--- config.mk ---
export PLATFORM = sky130hd
export DESIGN_NAME = leitor_painel
export DESIGN_NICKNAME = d
export VERILOG_FILES = /design/src/rtl/jogo_pkg.sv /design/src/rtl/sincronizador.sv /design/src/rtl/leitor_painel.sv
export SDC_FILE = /design/constraint.sdc
export NUM_CORES = 1
export LEC_CHECK = 0
export CAP_MARGIN = 25
export CORE_MARGIN = 2
export CORE_UTILIZATION = 33
export DETAILED_ROUTE_END_ITERATION = 10
export GPL_ROUTABILITY_DRIVEN = 0
export HOLD_SLACK_MARGIN = 0.08
export PLACE_DENSITY = 0.58
export SLEW_MARGIN = 0
export SYNTH_ARGS = -nofsm -noshare
export SYNTH_HDL_FRONTEND = slang
export SYNTH_SLANG_ARGS = --single-unit
--- constraint.sdc ---
create_clock -name clock_in -period 2.5 [get_ports clock_in]
set_clock_uncertainty 0.1 [all_clocks]
set_input_delay 0.375 -clock clock_in [delete_from_list [all_inputs] [get_ports clock_in]]
set_output_delay 0.375 -clock clock_in [all_outputs]
set_load 0.005 [all_outputs]
--- src/rtl/jogo_pkg.sv ---
// Shared game-side definitions: button FSM states, default debounce timing
// and a small elaboration-time helper.
package jogo_pkg;

   typedef enum logic [1:0] {
      SOLTO,
      PRESS_DEB,
      PRESSIONADO,
      SOLTANDO
   } estado_botao_t;

   localparam int DEBOUNCE_TICKS_DEF = 4;
   localparam int LONG_TICKS_DEF     = 16;

   function automatic int max_int(input int a, input int b);
      return (a > b) ? a : b;
   endfunction

endpackage

--- src/rtl/sincronizador.sv ---
// Two-flop synchroniser for asynchronous panel inputs; the reset value lets
// active-low signals come out of reset in their inactive state.
module sincronizador #(
   parameter int               WIDTH     = 1,
   parameter logic [WIDTH-1:0] RESET_VAL = '0
) (
   input  logic             i_clk,
   input  logic             i_rst,
   input  logic [WIDTH-1:0] i_d,
   output logic [WIDTH-1:0] o_q
);

   logic [WIDTH-1:0] r_meta;
   logic [WIDTH-1:0] r_sync;

   // NOTE: sequential state uses non-blocking assignments so r_sync takes the
   // old r_meta and the two flops form a real two-stage chain.
   always_ff @(posedge i_clk or posedge i_rst) begin
      if (i_rst) begin
         r_meta <= RESET_VAL;
         r_sync <= RESET_VAL;
      end else begin
         r_meta <= i_d;
         r_sync <= r_meta;
      end
   end

   assign o_q = r_sync;

endmodule

--- src/rtl/leitor_painel.sv ---
// Player panel reader: synchronises and debounces the slide switches and the
// confirm button, producing confirm, held and long-press indications.
module leitor_painel
   import jogo_pkg::*;
#(
   parameter int DEBOUNCE_TICKS = DEBOUNCE_TICKS_DEF,
   parameter int LONG_TICKS     = LONG_TICKS_DEF,
   parameter int N_CH           = 8
) (
   input  logic            clock_in,
   input  logic            reset,
   input  logic            tick,
   input  logic [N_CH-1:0] ch_raw,
   input  logic            btn_n,
   output logic [N_CH-1:0] ch_estavel,
   output logic            ch_mudou,
   output logic            btn_pulso,
   output logic            btn_segurado,
   output logic            btn_longo
);

   localparam int             CW        = $clog2(max_int(DEBOUNCE_TICKS, LONG_TICKS) + 1);
   localparam logic [CW-1:0]  DEB_LAST  = CW'(DEBOUNCE_TICKS - 1);
   localparam logic [CW-1:0]  LONG_MAX  = CW'(LONG_TICKS);
   localparam logic [CW-1:0]  LONG_LAST = CW'(LONG_TICKS - 1);

   if (DEBOUNCE_TICKS < 1 || LONG_TICKS < DEBOUNCE_TICKS) begin : g_param_check
      $error("leitor_painel: need DEBOUNCE_TICKS >= 1 and LONG_TICKS >= DEBOUNCE_TICKS");
   end

   logic [N_CH-1:0] w_ch_sync;
   logic            w_btn_n_sync;
   logic            w_pressed;

   sincronizador #(.WIDTH(N_CH), .RESET_VAL('0)) u_sync_ch (
      .i_clk (clock_in),
      .i_rst (reset),
      .i_d   (ch_raw),
      .o_q   (w_ch_sync)
   );

   sincronizador #(.WIDTH(1), .RESET_VAL(1'b1)) u_sync_btn (
      .i_clk (clock_in),
      .i_rst (reset),
      .i_d   (btn_n),
      .o_q   (w_btn_n_sync)
   );

   assign w_pressed = ~w_btn_n_sync;

   // Switch bank: any movement restarts the candidate; it is only accepted
   // after DEBOUNCE_TICKS ticks of stability.
   logic [N_CH-1:0] r_cand;
   logic [N_CH-1:0] r_ch_estavel;
   logic [CW-1:0]   r_cnt_ch;
   logic            r_ch_mudou;

   always_ff @(posedge clock_in or posedge reset) begin
      if (reset) begin
         r_cand       <= '0;
         r_ch_estavel <= '0;
         r_cnt_ch     <= '0;
         r_ch_mudou   <= 1'b0;
      end else begin
         r_ch_mudou <= 1'b0;
         if (w_ch_sync != r_cand) begin
            r_cand   <= w_ch_sync;
            r_cnt_ch <= '0;
         end else if (r_cand == r_ch_estavel) begin
            r_cnt_ch <= '0;
         end else if (tick) begin
            if (r_cnt_ch == DEB_LAST) begin
               r_ch_estavel <= r_cand;
               r_ch_mudou   <= 1'b1;
               r_cnt_ch     <= '0;
            end else begin
               r_cnt_ch <= r_cnt_ch + 1'b1;
            end
         end
      end
   end

   estado_botao_t r_estado, w_estado_nxt;
   logic [CW-1:0] r_cnt_b, w_cnt_b_nxt;
   logic [CW-1:0] r_cnt_l, w_cnt_l_nxt;
   logic          r_pulso, w_pulso_nxt;
   logic          r_longo, w_longo_nxt;
   logic          r_segurado;

   // NOTE: every signal gets its default before the case so no path leaves
   // one unassigned, which would otherwise infer a latch.
   always_comb begin
      w_estado_nxt = r_estado;
      w_cnt_b_nxt  = r_cnt_b;
      w_cnt_l_nxt  = r_cnt_l;
      w_pulso_nxt  = 1'b0;
      w_longo_nxt  = 1'b0;
      case (r_estado)
         SOLTO: begin
            if (w_pressed) begin
               w_estado_nxt = PRESS_DEB;
               w_cnt_b_nxt  = '0;
            end
         end
         PRESS_DEB: begin
            if (!w_pressed) begin
               w_estado_nxt = SOLTO;
            end else if (tick) begin
               if (r_cnt_b == DEB_LAST) begin
                  w_estado_nxt = PRESSIONADO;
                  w_pulso_nxt  = 1'b1;
                  w_cnt_l_nxt  = '0;
               end else begin
                  w_cnt_b_nxt = r_cnt_b + 1'b1;
               end
            end
         end
         PRESSIONADO: begin
            if (!w_pressed) begin
               w_estado_nxt = SOLTANDO;
               w_cnt_b_nxt  = '0;
            end else if (tick && r_cnt_l < LONG_MAX) begin
               w_cnt_l_nxt = r_cnt_l + 1'b1;
               w_longo_nxt = (r_cnt_l == LONG_LAST);
            end
         end
         SOLTANDO: begin
            // Release bounce returns to PRESSIONADO with the long count kept.
            if (w_pressed) begin
               w_estado_nxt = PRESSIONADO;
            end else if (tick) begin
               if (r_cnt_b == DEB_LAST) begin
                  w_estado_nxt = SOLTO;
               end else begin
                  w_cnt_b_nxt = r_cnt_b + 1'b1;
               end
            end
         end
         default: w_estado_nxt = SOLTO;
      endcase
   end

   always_ff @(posedge clock_in or posedge reset) begin
      if (reset) begin
         r_estado   <= SOLTO;
         r_cnt_b    <= '0;
         r_cnt_l    <= '0;
         r_pulso    <= 1'b0;
         r_longo    <= 1'b0;
         r_segurado <= 1'b0;
      end else begin
         r_estado   <= w_estado_nxt;
         r_cnt_b    <= w_cnt_b_nxt;
         r_cnt_l    <= w_cnt_l_nxt;
         r_pulso    <= w_pulso_nxt;
         r_longo    <= w_longo_nxt;
         r_segurado <= (w_estado_nxt == PRESSIONADO) || (w_estado_nxt == SOLTANDO);
      end
   end

   assign ch_estavel   = r_ch_estavel;
   assign ch_mudou     = r_ch_mudou;
   assign btn_pulso    = r_pulso;
   assign btn_segurado = r_segurado;
   assign btn_longo    = r_longo;

endmodule

==> key figures <==
Pwr
  – Int Power: 1250 uW
  – Clock power share: 28.1%
  – Worst vdd ir: 0.000302 V
  – Power, Total: 1720 uW
  – Power Dens Cells: 659 nW/um^2
  – Pleak: 0.00113 uW
  – Comb pwr share: 13.1%
  – Net Sw Frac: 27.4%
  – Switch Pwr: 471 uW
  – Sequential power share: 58.7%

Clocking
  – Postcts setup bufs: 0
  – CTS tree: done
  – Clock Latency Late Sink: 0.30 ns
  – PostCTS Resize Cnt: 0
  – Number of hold buffers added after cts: 0
  – Num CTS Buffers: 5
  – Total number of H-tree levels: 2
  – Clk sinks: 54
  – Clock-pin slew on the worst setup and hold paths: 0.10 ns
  – CTS Buffer Depth: 2
  – Root buffer cell: clkbuf_8

Critical path
  – CP cell instances: ha_1 -> nor4b_2 -> a41oi_1 -> or3_1 -> a21oi_1
  – End of the worst register-to-register path: r_cnt_l[3]
  – Worst Setup Path Type: flip-flop to flip-flop
  – Setup crit end kind: flip-flop
  – FF-to-FF Start: r_cnt_b[0]
  – WP data arrival: 2.24 ns
  – Worst R2R Path Depth: 5
  – CP required: 2.64 ns
  – CP max FO: 10
  – Kind of start point of the critical path: flip-flop
  – Crit path largest cell delay: 0.45 ns
  – FF-to-FF setup slack: 0.39 ns
  – Slowest cell on the critical path: or3_1

Logic synthesis
  – Cell accounting for the most synthesized area: dfrtp_1
  – Number of flops mapped to enable cells by yosys: 0
  – #FFs+latches synth: 54
  – Synthesized area: 2180 sq um
  – Count of cell types in the netlist: 37
  – Post-Syn Nets: 183
  – Synth warnings: 0
  – Syn_area_per_cell: 13.1 sq um
  – Register area share after synthesis: 62.0%
  – Top_reg_cell synth: dfrtp_1
  – Synth area leaders: dfrtp_1 (60%), xor2_1 (6.0%), mux2_2 (4.6%)
  – Mapped Cells: 167
  – Async set-reset flop share out of synthesis: 100%
  – Synth top area share: 59.6%

Floorplanning
  – Die X: 85.3 um
  – Initial Util: 34.2%
  – Row count: 29
  – Core area: 6390 sq um
  – Die span in y: 85.3 um
  – Io pins: 24
  – Die footprint: 7280 sq um

Hold path
  – WHS Path Cells: 0
  – Beginning of the worst hold path: u_sync_ch.r_meta[4]
  – HP Class: flip-flop to flip-flop
  – Hold Path Sink: u_sync_ch.o_q[4]

Global routing
  – Global-route wire length before repair: 6130 um
  – Total gr overflow: 0
  – Number of global-route vias before repair: 1291
  – GR Util All Layers: 10.7%
  – Initial antenna violation count: 0
  – Pin count of the biggest net entering global routing: 38

Outcome
  – Status: finished, final reports clean

Placed design
  – Port Buffer Count: 23
  – Post-detail-place hpwl: 2400 um
  – Post-DP Area: 2520 sq um

Drt
  – Initial drt markers: 75
  – Routed wire length: 3380 um
  – Routed len/inst: 12.6 um
  – Length of the first detailed-routing pass in iterations: 4
  – Vias: 1237
  – Mean number of vias per cell: 4.60
  – Drc violations: 0
  – Routed Antenna Nets: 0

Finish
  – Commonest non-fill, non-tap cell in the layout: dfrtp_1
  – Area growth syn-to-layout: 19.4%
  – Fillers: 610
  – Most frequent cells in the layout: dfrtp_1 (52), clkdlybuf4s50_1 (23), xor2_1 (15)
  – Fin util: 40.8%
  – # diodes: 0
  – Nets: 207
  – Layout cells sized above 1: 15.6%
  – Layout Cell Area excl Fill: 2610 sq um

Timing
  – Setup total negative slack: 0 ns
  – Final Max Tran Viols: 0
  – RSZ-0062 raised after global routing: false
  – Worst Tran Pin Value: 0.696 ns
  – Highest clock rate: 475 MHz
  – Final Hold Viols: 0
  – Final Cycle Share: 84.2%
  – Setup-failing EPs final: 0
  – Min cycle time layout: 2.11 ns
  – Slew headroom: 53.0%

Run
  – Max cap viols: 0
==> synth_stat cells, drive strengths merged, types with 3 or more instances <==
library cell,number
nand2,4
mux2,9
clkbuf,10
ha,4
a21oi,4
nand4,7
dfrtp,52
nor2,10
xor2,15
nand2b,3
xnor2,9
o21ai,6
inv,4
==> state kept, by name, indices dropped and copies added (netlist names) <==
name and cells:
btn_longo 1, btn_pulso 1, ch_estavel 8, ch_mudou 1, r_cand 8, r_cnt_b 5
r_cnt_ch 5, r_cnt_l 5, r_estado 2, u_sync_btn.o_q 1, u_sync_btn.r_meta 1, u_sync_ch.o_q 8
u_sync_ch.r_meta 8
==> logic make-up (layout without fill, tap and decap cells) <==
| kind of cell | Yosys count | count (layout) | synth area share, % |
|---|---|---|---|
| AO/OA/AOI/OAI | 17 | 17 | 5.85 |
| XOR/XNOR | 24 | 24 | 9.63 |
| adder cells (fa/ha/maj) | 4 | 4 | 2.29 |
| buffers and inverters | 15 | 40 | 2.64 |
| flip-flops | 54 | 54 | 62.0 |
| multiplexers | 10 | 10 | 5.10 |
| AND/OR/NAND/NOR | 43 | 43 | 12.5 |
==> power groups by stage <==
stage,registers (uW),clock network (uW),logic [uW]
floorplan,998,0,180
global placement,1020,0,225
detailed placement,1030,0,228
CTS,1010,506,228
global route,1020,555,259
finish,1010,483,226
==> layer usage <==
layer / global-route usage, % / up-vias / routed length, um
met3: 2.92 / 2 / 96
li1: - / 623 / -
met5: 0 / - / 0
met2: 16.0 / 14 / 1580
met1: 14.9 / 598 / 1660
met4: 4.33 / 0 / 41
==> cell type report <==
class,instances,area [sq um],share of cell area [%]
well taps,77,96.3,3.69
inverters,4,15.0,0.576
flip-flops and latches,54,1350,51.9
repair buffers,28,280,10.7
clock buffers,5,68.8,2.64
clock inverters,3,21.3,0.816
multi-input cells,98,772,29.6
==> worst max path at each step <==
stage,slack [ns],endpoint,startpoint,depth (start not counted)
final,0.39,r_cnt_l[3],r_cnt_b[0],5
after global routing,0.22,r_cnt_l[3],r_cnt_b[0],5
after CTS,0.39,r_cnt_l[3],r_cnt_b[0],5
after detailed placement,0.28,r_cnt_l[3],tick,5
after global placement,0.36,r_cnt_l[2],tick,5
after floorplan,0.52,r_cnt_b[1],r_cnt_b[0],5
==> critical path, delay by kind of cell (launching register included) <==
kind | cells | cell delay (ns)
AO/OA/AOI/OAI | 2 | 0.53
AND/OR/NAND/NOR | 2 | 0.80
adder cells (fa/ha/maj) | 1 | 0.22
flip-flops | 1 | 0.39
==> stage by stage <==
| step | setup slack, ns | hold slack (ns) | std cells |
|---|---|---|---|
| floorplan | 0.515 | 0.231 | 167 |
| global placement | 0.359 | 0.232 | 261 |
| detailed placement | 0.276 | 0.235 | 261 |
| CTS | 0.393 | 0.257 | 269 |
| global route | 0.220 | 0.263 | 269 |
| finish | 0.395 | 0.254 | 269 |
(Power assumes the default switching activity.)
==> RTL change 1: new RTL, same settings <==
`RESET_VAL`: 1'b1 -> 1'b0.
--- a/src/rtl/leitor_painel.sv
+++ b/src/rtl/leitor_painel.sv
@@ -40,5 +40,5 @@
    );
 
-   sincronizador #(.WIDTH(1), .RESET_VAL(1'b1)) u_sync_btn (
+   sincronizador #(.WIDTH(1), .RESET_VAL(1'b0)) u_sync_btn (
       .i_clk (clock_in),
       .i_rst (reset),
Check against the original RTL: not equivalent (a bounded check fails within 10 cycles, from zero or initial values and one cycle with reset high).
==> RTL change 1 against the unedited design <==
  * Sequential cell count is the same
  * Wire length is 0.36% lower
  * Total power rose by 1.8%
  * Final area grew 0.14%
  * Highest routed layer unchanged
  * Setup slack got worse by 0.00079 ns
  * Hold slack gained 0.0036 ns
  * Synthesized area shrank 0.11%
  * First-iteration DRC count increased by 9.3%
==> RTL change 1: results <==
export IMPL_status="completed"
export IMPL_avgRoutedWirePerCell_um=12.5
export IMPL_seqCellArea_mm2=0.00135
export IMPL_h_tree_depth=2
export IMPL_cp_slowest_stage_delay_ns=0.62
export IMPL_synth_area_leaders="dfrtp_1, xor2_1, mux2_2, xnor2_1, ha_1"
export IMPL_leakagePower_uw=0.00114
export IMPL_fin_nets=207
export IMPL_grtUsageTotal_pct=10.5
export IMPL_hold_viol=0
export IMPL_cts_root_buf="clkbuf_8"
export IMPL_port_buffers=23
export IMPL_vias=1249
export IMPL_ys_flop_type="dfrtp_1"
export IMPL_setup_tns_ns=0
export IMPL_post_cts_resized=0
export IMPL_ir_drop_v=0.000228
export IMPL_slowest_stage="or4b_2"
export IMPL_drtPass1Iterations=2
export IMPL_synth_warnings=0
export IMPL_path_max_fanout=4
export IMPL_fillerInstances=618
export IMPL_synth_xor_area_share_pct=9.64
export IMPL_synthAdderAreaFrac_pct=2.29
export IMPL_clock_path_buffers=2
export IMPL_arrival_ns=2.21
export IMPL_grt_pass1_wl_um=5920
export IMPL_hpwl_um=2340
export IMPL_synth_seq_area_share_pct=62.0
export IMPL_drtIter0Drc=82
export IMPL_grt_max_degree=55
export IMPL_synth_common_cells="dfrtp_1, xor2_1, clkbuf_1, nor2_1"
export IMPL_relSlewSlack_pct=53.6
export IMPL_synth_compound_area_share_pct=5.85
export IMPL_ys_types=36
export IMPL_clk_pin_slew_ns=0.10
export IMPL_drive_above_1_share_pct=14.6
export IMPL_crit_family="simple AND/OR/NAND/NOR gates"
export IMPL_postPlaceCellArea_mm2=0.00251
export IMPL_antenna_found_initial=0
export IMPL_synthMuxAreaShare_pct=5.11
## RTL change 1: changes by cell type in the layout (fill, tap and decap cells not counted)
cell      before  now
dfrtp_1       52   54
dfstp_2        2    0
clkinv_2       1    0
clkinv_4       1    0
inv_6          0    1
inv_8          0    1
## RTL change 1: metal layers
layer | global-route usage, % | up-vias | wire length (µm)
met4 | 4.33 | 0 | 61
li1 | - | 621 | -
met2 | 14.6 | 15 | 1490
met3 | 3.79 | 5 | 116
met5 | 0 | - | 0
met1 | 14.9 | 608 | 1700
## RTL change 1: power by group
part	leakage [µW]	switching [µW]	internal [µW]
combinational	0.000403	113	115
clock	0.0000467	305	208
sequential	0.000688	73.5	934
total	0.00114	491	1260
## RTL change 1: worst paths after layout
path                                     startpoint                  end  slack, ns  depth (start not counted)
min in group asynchronous                     reset  u_sync_ch.r_meta[6]       0.30                          3
worst max register to register           r_cnt_b[0]           r_cnt_b[1]       0.39                          5
max in group asynchronous                     reset          r_cnt_ch[3]       1.75                          3
worst max-delay path                     r_cnt_b[0]           r_cnt_b[1]       0.39                          5
worst min-delay path            u_sync_ch.r_meta[7]     u_sync_ch.o_q[7]       0.26                          0
worst min register to register  u_sync_ch.r_meta[7]     u_sync_ch.o_q[7]       0.26                          0
## RTL change 1: stage by stage
step	setup slack (ns)	std cells	hold WS, ns
floorplan	0.515	167	0.231
global placement	0.233	261	0.233
detailed placement	0.252	261	0.235
CTS	0.394	269	0.260
global route	0.258	269	0.265
finish	0.394	269	0.257
## RTL change 1: cell type report
class                      count  share of cell area, %
tap                           77                   3.69
multi-input combinational     98                   29.6
inverter                       4                  0.575
clock buffer                   5                   2.64
clock inverter                 3                   1.05
timing repair buffer          28                   10.7
sequential                    54                   51.7
==> RTL change 2: new RTL, same settings <==
Without the edit above. The 4 values of `estado_botao_t` get a one-hot encoding in 4 bits.
--- a/src/rtl/jogo_pkg.sv
+++ b/src/rtl/jogo_pkg.sv
@@ -3,9 +3,9 @@
 package jogo_pkg;
 
-   typedef enum logic [1:0] {
-      SOLTO,
-      PRESS_DEB,
-      PRESSIONADO,
-      SOLTANDO
+   typedef enum logic [3:0] {
+      SOLTO       = 4'b0001,
+      PRESS_DEB   = 4'b0010,
+      PRESSIONADO = 4'b0100,
+      SOLTANDO    = 4'b1000
    } estado_botao_t;
 
Formal check against the unedited RTL: same outputs for any inputs over 10 cycles, from zero or initial values and one cycle with reset high; not proved beyond that.
==> RTL change 2 against the unedited design <==
  * First-iteration DRC count shrank 21%
  * Maximum frequency decreased by 6.8%
  * Wire length increased by 30%
  * Count of clock-buffer cells in the layout rose by 5
  * Total power grew 16%
  * Synthesized cell count rose by 25%
  * Final area rose by 18%
  * Setup slack got worse by 0.15 ns
  * Synthesized area up 15%
  * Cell count grew 27%
  * Hold slack worse by 0.0068 ns
  * Via count rose by 30%
  * Sequential cell count rose by 3
  * Critical endpoint is now btn_segurado
  * Largest cell class unchanged
  * Largest power group unchanged
==> RTL change 2: results <==
export IMPL_bufAreaShareNonClock_pct=9.71
export IMPL_path_max_fanout=5
export IMPL_status="completed"
export IMPL_cts_made_buffers=9
export IMPL_relSlewSlack_pct=65.9
export IMPL_drive_above_1_share_pct=19.8
export IMPL_drtIter0Drc=59
export IMPL_arrival_ns=2.42
export IMPL_netlist_instances=209
export IMPL_tap_cells=99
export IMPL_place_inst=326
export IMPL_viasPerCell=4.72
export IMPL_grt_pass1_wl_um=7940
export IMPL_stdcell_count=342
export IMPL_clock_area_share_pct=6.65
export IMPL_synth_compound_area_share_pct=10.6
export IMPL_ir_drop_v=0.000231
export IMPL_hpwl_um=3040
export IMPL_clock_buffers=10
export IMPL_synth_seq_cells=57
export IMPL_grt_pass1_vias=1761
export IMPL_inverters_excl_clock=9
export IMPL_synthAdderAreaFrac_pct=1.99
export IMPL_place_ws_ns=0.246
export IMPL_h_tree_depth=3
export IMPL_clk_latency_ns=0.34
export IMPL_seqCellArea_mm2=0.00143
export IMPL_nMultiInputCombCells=129
export IMPL_synth_common_cells="dfrtp_1, nand4_1, nor2_1"
export IMPL_syn_nets=225
RTL change 2: path summary, 6_finish.rpt:
path	start	endpoint	slack (ns)	depth (start not counted)
setup reg to reg	r_cnt_b[0]	btn_segurado	0.24	5
min in group asynchronous	reset	u_sync_ch.o_q[3]	0.32	3
hold / removal	u_sync_ch.r_meta[3]	u_sync_ch.o_q[3]	0.25	0
max in group asynchronous	reset	u_sync_btn.o_q	1.66	3
hold reg to reg	u_sync_ch.r_meta[3]	u_sync_ch.o_q[3]	0.25	0
setup / recovery	r_cnt_b[0]	btn_segurado	0.24	5
RTL change 2: per-layer routing:
layer | routed length [µm] | part of all wire, % | GRT usage (%)
met4 | 44 | 1.0 | 4.04
met3 | 183 | 4.2 | 5.64
met2 | 2200 | 50 | 20.2
met5 | 0 | 0 | 0
met1 | 1970 | 45 | 13.8
RTL change 2: power by group:
group          switching (µW)  internal, µW  total, µW
logic                    65.7          60.8        127
registers                39.7           956        996
clock network             385           488        873
